[src/rtl/instr_fetch.sv]
// Instruction fetch front end: issues word reads to instruction memory and
// buffers responses in a 2-entry {pc, instr} FIFO for the decoder.
module instr_fetch #(
   parameter logic [31:0] RESET_PC = 32'h0000_0000,
   localparam int unsigned XLEN = 32
) (
   input  logic            i_clk,
   input  logic            i_rst_n,
   output logic            o_imem_req,
   output logic [XLEN-1:0] o_imem_addr,
   input  logic [XLEN-1:0] i_imem_rdata,
   input  logic            i_redirect,
   input  logic [XLEN-1:0] i_redirect_pc,
   output logic [XLEN-1:0] o_instr,
   output logic [XLEN-1:0] o_instr_pc,
   output logic            o_instr_valid,
   input  logic            i_instr_ready,
   output logic            o_fetch_err
);

   localparam int unsigned DEPTH = 2;
   localparam int unsigned CNT_W = $clog2(DEPTH + 1);
   localparam int unsigned OCC_W = CNT_W + 1;

   typedef enum logic [1:0] {
      S_IDLE  = 2'd0,
      S_RUN   = 2'd1,
      S_FLUSH = 2'd2
   } state_t;

   typedef struct packed {
      logic [XLEN-1:0] pc;
      logic [XLEN-1:0] instr;
   } fetch_entry_t;

   state_t             state;
   state_t             state_nxt;
   logic [XLEN-1:0]    fetch_pc;
   logic [XLEN-1:0]    req_pc;
   logic               inflight;
   logic [CNT_W-1:0]   count;
   logic               head;
   logic               wr_idx;
   fetch_entry_t       fifo_q [DEPTH];

   logic               req;
   logic               push;
   logic               pop;
   logic               redirect_act;
   logic [OCC_W-1:0]   occupancy;

   // State register
   always_ff @(posedge i_clk or negedge i_rst_n) begin
      if (!i_rst_n) begin
         state <= S_IDLE;
      end else begin
         state <= state_nxt;
      end
   end

   // Next-state logic
   always_comb begin
      state_nxt = state;
      case (state)
         S_IDLE:  state_nxt = S_RUN;
         S_RUN:   if (i_redirect) state_nxt = S_FLUSH;
         S_FLUSH: if (!i_redirect) state_nxt = S_RUN;
         default: state_nxt = S_IDLE;
      endcase
   end

   // Request, push and pop decisions; occupancy counts the word about to land
   always_comb begin
      redirect_act = 1'b0;
      push         = 1'b0;
      req          = 1'b0;
      pop          = o_instr_valid && i_instr_ready;
      occupancy    = OCC_W'(count) + OCC_W'(inflight) - OCC_W'(pop);
      if (state != S_IDLE) begin
         redirect_act = i_redirect;
         push         = inflight && !i_redirect;
         req          = !i_redirect && (occupancy < OCC_W'(DEPTH));
      end
   end

   assign o_imem_req  = req;
   assign o_imem_addr = req ? fetch_pc : '0;

   assign wr_idx = head ^ count[0];

   // Fetch pointer, in-flight tracking and FIFO bookkeeping
   always_ff @(posedge i_clk or negedge i_rst_n) begin
      if (!i_rst_n) begin
         fetch_pc    <= RESET_PC;
         req_pc      <= '0;
         inflight    <= 1'b0;
         count       <= '0;
         head        <= 1'b0;
         o_fetch_err <= 1'b0;
      end else if (redirect_act) begin
         fetch_pc <= {i_redirect_pc[XLEN-1:2], 2'b00};
         inflight <= 1'b0;
         count    <= '0;
         head     <= 1'b0;
         if (|i_redirect_pc[1:0]) begin
            o_fetch_err <= 1'b1;
         end
      end else begin
         inflight <= req;
         if (req) begin
            req_pc   <= fetch_pc;
            fetch_pc <= fetch_pc + XLEN'(4);
         end
         if (pop) begin
            head <= ~head;
         end
         count <= count + CNT_W'(push) - CNT_W'(pop);
      end
   end

   // FIFO storage; stale slots are masked by count
   always_ff @(posedge i_clk) begin
      if (push) begin
         fifo_q[wr_idx].pc    <= req_pc;
         fifo_q[wr_idx].instr <= i_imem_rdata;
      end
   end

   assign o_instr_valid = (count != '0);
   assign o_instr       = o_instr_valid ? fifo_q[head].instr : '0;
   assign o_instr_pc    = o_instr_valid ? fifo_q[head].pc    : '0;

endmodule

[config.mk]
export PLATFORM = sky130hd
export DESIGN_NAME = instr_fetch
export DESIGN_NICKNAME = d
export VERILOG_FILES = /design/src/rtl/instr_fetch.sv
export SDC_FILE = /design/constraint.sdc
export NUM_CORES = 1
export LEC_CHECK = 0
export CAP_MARGIN = 20
export CORE_ASPECT_RATIO = 0.5
export CORE_UTILIZATION = 51
export CTS_BUF_LIST = sky130_fd_sc_hd__clkbuf_16
export DETAILED_ROUTE_END_ITERATION = 10
export GPL_ROUTABILITY_DRIVEN = 0
export PLACE_DENSITY_LB_ADDON = 0.2
export SYNTH_ARGS = -nofsm -noshare
export SYNTH_HDL_FRONTEND = slang
export SYNTH_SLANG_ARGS = --single-unit
[constraint.sdc]
create_clock -name i_clk -period 5.1 [get_ports i_clk]
set_input_delay 1.53 -clock i_clk [delete_from_list [all_inputs] [get_ports i_clk]]
set_output_delay 1.53 -clock i_clk [all_outputs]
set_load 0.05 [all_outputs]
=== Yosys cells after proc, flatten, opt, wreduce, memory -nomap -nowiden ===
Memories as Yosys holds them, arrays and structs flattened.
Cells that the tools add are included.

* $add $sub $neg: 5
* Order comparisons: 1
* Eq/ne operators: 4
* Muxes and demuxes: 17
* Bitwise gates (word level): 3
* Reduce and logical (&&, ||, !) cells: 13

{| class="wikitable"
|+ Operators with widths
! kind !! count
|-
| two-way mux 32 bit || 5
|-
| adder 32 x 3 -> 32 bit, second input constant || 1
|-
| two-way mux 1 bit || 8
|-
| nonzero test 2 bit || 4
|-
| two-way mux 2 bit || 3
|-
| one-hot mux 2 bit (3 select lines) || 1
|-
| AND reduction 2 bit || 3
|-
| inequality test 2 bit, second input constant || 2
|-
| adder 2 x 1 -> 3 bit || 1
|-
| logical AND 1 bit || 3
|-
| < comparator 3 x 2 -> 1 bit, second input constant || 1
|-
| subtractor 3 x 1 -> 3 bit || 1
|-
| adder 2 x 1 -> 2 bit || 1
|-
| == test 2 x 1 -> 1 bit, second input constant || 1
|-
| == test 2 bit, second input constant || 1
|-
| logical NOT 2 bit || 1
|-
| NOT 1 bit || 2
|-
| OR reduction 2 bit || 1
|-
| subtractor 2 x 1 -> 2 bit || 1
|-
| logical NOT 1 bit || 1
|-
| XOR 1 bit || 1
|}

* Register bits after elaboration: 71
* Memory bits (writable): 128
* Input bits: 68
* Output and inout bits: 99
* Logic and storage cells: 51
* Memories kept: 1

{| class="wikitable"
|+ Memory list
! memory !! depth !! width !! read ports !! clocked after memory_dff !! write ports !! RTL line !! source
|-
| fifo_q || 2 || 64 || 1 || 0 || 1 || 44 || <nowiki>fetch_entry_t fifo_q [DEPTH];</nowiki>
|}

=== Logic depth before layout (Yosys ltp) ===
* Depth after elaboration: 8
* Mapped depth: 13
* Mapped depth without buffers: 12

=== Worst setup path after synthesis ===
OpenSTA, ideal clock, no wires.

* Kind: input -> output
* Start point: in i_instr_ready
* End point: out o_imem_addr[14]
* Arrival: 3781 ps
* Data required time: 3570 ps
* Path slack: -211 ps
* Stages: 9
* Path buffers: 2
* Cells stage by stage: and2_1 -> nor2b_1 -> o21ai_1 -> fa_1 -> xnor2_2 -> nand3_4 -> buf_6 -> buf_2 -> nor2_1

* Longest elaborated chain between the ends: 6

{| class="wikitable"
|+ RTL lines
! what !! RTL line !! source
|-
| start, declared || 17 || <nowiki>input logic i_instr_ready,</nowiki>
|-
| logical AND 1 bit || 77 || <nowiki>pop = o_instr_valid && i_instr_ready;</nowiki>
|-
| subtractor 3 x 1 -> 3 bit || 78 || <nowiki>occupancy = OCC_W'(count) + OCC_W'(inflight) - OCC_W'(pop);</nowiki>
|-
| < comparator 3 x 2 -> 1 bit || 82 || <nowiki>req = !i_redirect && (occupancy < OCC_W'(DEPTH));</nowiki>
|-
| logical AND 1 bit || 82 ||
|-
| two-way mux 1 bit || 79 || <nowiki>if (state != S_IDLE) begin</nowiki>
|-
| two-way mux 32 bit || 87 || <nowiki>assign o_imem_addr = req ? fetch_pc : '0;</nowiki>
|-
| end, declared || 10 || <nowiki>output logic [XLEN-1:0] o_imem_addr,</nowiki>
|}

No other way between the ends.

=== Final worst setup path ===
* Start point: in i_instr_ready
* End point: out o_imem_addr[28]

The elaborated chain is that of the path after synthesis.

==> impl_metrics.toml <==
[outcome]
status = "complete, no violations"

[floorplanning]
die_area_sq_um = 16500
die_y_microns = 91.4
row_count = 32
fp.coreArea_sq_um = 15500
ioPinCount = 167
dieWidth_microns = 181
initial_core_util_pct = 52.6

[critical_path]
cp.buffers_inverters = 6
crit_path_start_kind = "primary input"
cp_max_fo = 11
arrival_ns = 3.45
path_class = "primary input to primary output"
cpPeakStageDelay_ns = 0.40
critPathCaptureType = "primary output"
cp_top_family = "buffers and inverters"
r2r_slack_ns = 1.79
worst_ep_required_time_ns = 3.57
critPathSlowestCell = "fa_2"
crit_path_cell_trace = "clkbuf_2 > and2_4 > nor2b_4 > buf_6 > fa_2 > xnor2_4 > nand3_4 > inv_8 > buf_12 > buf_16 > and2_4 > buf_12"

[placed_design]
dp_hpwl_mm = 12.1
dp_slack_ns = -0.321
io_buffers = 162

[synthesis]
synthTopCellsByArea = "edfxtp_1 46%, dfrtp_1 21%, mux2i_1 7.6%"
synth_flop_cell = "edfxtp_1"
synth.area.mux_share_pct = 7.76
synth_fa_ha_area_share_pct = 0.707
synth_warnings = 0
synth_top_family_by_area = "simple AND/OR/NAND/NOR gates"
syn-cell-area_sq_um = 8140
syn_inst = 605
yosys.area_share.simple_pct = 14.1
synth-compound-area-share_pct = 6.22
asyncSetResetFlopFracSynth_pct = 35.1
ys_types = 56
synth_xor_area_share_pct = 2.35
syn_avg_cell_area_sq_um = 13.5
synth_top_area_share_pct = 45.7
synth-edff-count = 124
seq_area_frac_synth_pct = 66.3
yosys_register_bits = 191
post-synth-top-area-cell = "edfxtp_1"

[final_layout]
mostFrequentLayoutCells = "129 x clkdlybuf4s50_1, 124 x edfxtp_1, 80 x nor2_1"
area_delta_synth_final_pct = 39.1
drive_gt1_share_pct = 20.0
fin_nets = 864
n_fill_cell = 1013
final_core_util_pct = 73.1
multi_input_area_sq_um = 2680
n_antenna_cell = 0
layout.area.seq_sq_um = 5400
final_common_cell = "clkdlybuf4s50_1"

[timing]
relSlewSlack_pct = 49.7
finalCriticalPeriod_ns = 4.98
max_freq_ghz = 0.201
final.setup.worst_slack_ns = 0.125
fin_worst_skew_ns = 0.0104
tightestPinTransition_ns = 0.752
drv_slew = 0
whs_ns = 0.479
hold_viol = 0
rsz0062_at_grt = "false"
min_period_over_period_pct = 97.5
fin_setup_tns_ns = 0
setup_viol = 0

[clocking]
htreeDepth = 4
clock-sinks = 191
hold_buffers = 0
worstSkewPairLatency_ns = 0.42
cts_tree = "yes"
cts_buffer_depth = 2
cts_root_buf = "clkbuf_16"
path_clk_slew_ns = 0.07
cts_buffers = 17

[route]
avgRoutedWirePerCell_microns = 18.6
drc = 0
vias_per_cell = 5.47
dr.first_iter.drc_count = 380
num_vias = 5520
antenna_left = 0
wl_mm = 18.8
drtPass1Iterations = 5

[pwr]
ir_drop_uv = 419
leakagePower_nw = 4.40
p_total_mw = 7.42
p_per_area_nw_per_um2 = 655

[global_route]
grt_pass1_vias = 5468
grt_pass1_wl_mm = 30.0
use_met1_pct = 31.9
gr-total-overflow = 0
grtUsageTotal_pct = 23.9
antenna_found_initial = 0
grt.busiest_layer = "met2"
grtUsageMet3_pct = 6.18
grt_max_degree = 63
grtUsageMet2_pct = 39.6

[flow_run]
cap_violations = 0

[hold_path]
hp-class = "register to register"
-- final cells by class --
type                    instances  share of cell area (%)
clock buffers                  17                    3.75
clock inverters                15                    1.83
inverters                      10                   0.431
multi-input cells             374                    23.6
flip-flops and latches        191                    47.7
well taps                     204                    2.25
repair buffers                198                    20.4
-- power by group --
| part | total (mW) | internal [mW] | switching, mW |
|---|---|---|---|
| Sequential | 2.48 | 2.08 | 0.404 |
| Clock | 1.42 | 0.831 | 0.588 |
| Combinational | 3.52 | 1.46 | 2.06 |
| Total | 7.42 | 4.37 | 3.05 |
-- cells by family (layout without fill, tap and decap cells) --
group / count (synthesis) / count (layout)
other cells: 1 / 4
compound gates: 74 / 74
xor+xnor: 21 / 21
mux: 63 / 63
buf+inv: 43 / 240
simple gates: 208 / 208
fa+ha+maj: 4 / 4
flops: 191 / 191
-- per-stage QoR --
step                      area (sq um)  cells
after floorplan                   8160    608
after global placement           10500    968
after detailed placement         10500    968
after CTS                        11300   1007
after global routing             11300   1009
final                            11300   1009
-- state kept, by name, summed over array words and instances (netlist names) --
name         cells
o_fetch_err      1
state            2
count            2
inflight         1
fifo_q         124
req_pc          30
fetch_pc        30
head             1
-- routing by layer --
layer  share of wire, %  vias to the layer above
li1                   -                     2563
met1                 44                     2779
met2                 50                      167
met3                5.8                       11
met4               0.45                        0
met5                  0                        -
-- path summary, 6_finish.rpt --
path                          startpoint              end  cells past startpoint
min in group asynchronous        i_rst_n      o_fetch_err                      1
hold reg to reg               req_pc[17]    fifo_q[0][49]                      0
setup / recovery           i_instr_ready  o_imem_addr[28]                     12
max in group asynchronous        i_rst_n             head                      2
hold / removal                req_pc[17]    fifo_q[0][49]                      0
setup reg to reg                count[1]     fetch_pc[13]                     14
-- synth_stat cells (2+ instances only) --
master	n
nor2_1	84
o211ai_1	6
xor2_1	6
buf_2	9
a21oi_1	8
a31oi_1	3
nand2_1	32
mux2i_1	62
a21o_1	29
nor2b_1	2
buf_4	4
a22oi_1	2
nor4_4	3
edfxtp_1	124
nor4b_2	2
nand3_4	2
and2_1	28
a211oi_1	2
and4_1	5
or3_1	3
nor3_2	5
dfrtp_1	67
xnor2_1	14
and3_1	6
ha_1	3
nor3_1	4
clkbuf_1	18
o311ai_1	3
nand3_1	11
nand4_1	11
buf_6	2
o21ai_0	6
o21ai_1	8
inv_1	9
-- worst reg2reg max path, stage by stage (launching register included) --
cell and delay, ns:
dfrtp_1 0.54, nor2_4 0.17, inv_1 0.08, and2_4 0.17, nor2b_4 0.13, buf_6 0.13
fa_2 0.40, xnor2_4 0.20, nand3_4 0.15, buf_4 0.17, buf_4 0.16, buf_4 0.25
nor4_4 0.33, xnor2_1 0.18, a21oi_1 0.10
-- repair_timing --
action                                  4_1_cts  5_1_grt
endpoints found under the setup margin       31       25
resized for setup                            42        3
gates cloned                                  2        0
pin swaps                                     4        3
buffers inserted                              5        2
No activity file was read; power rests on OpenSTA's default activity.
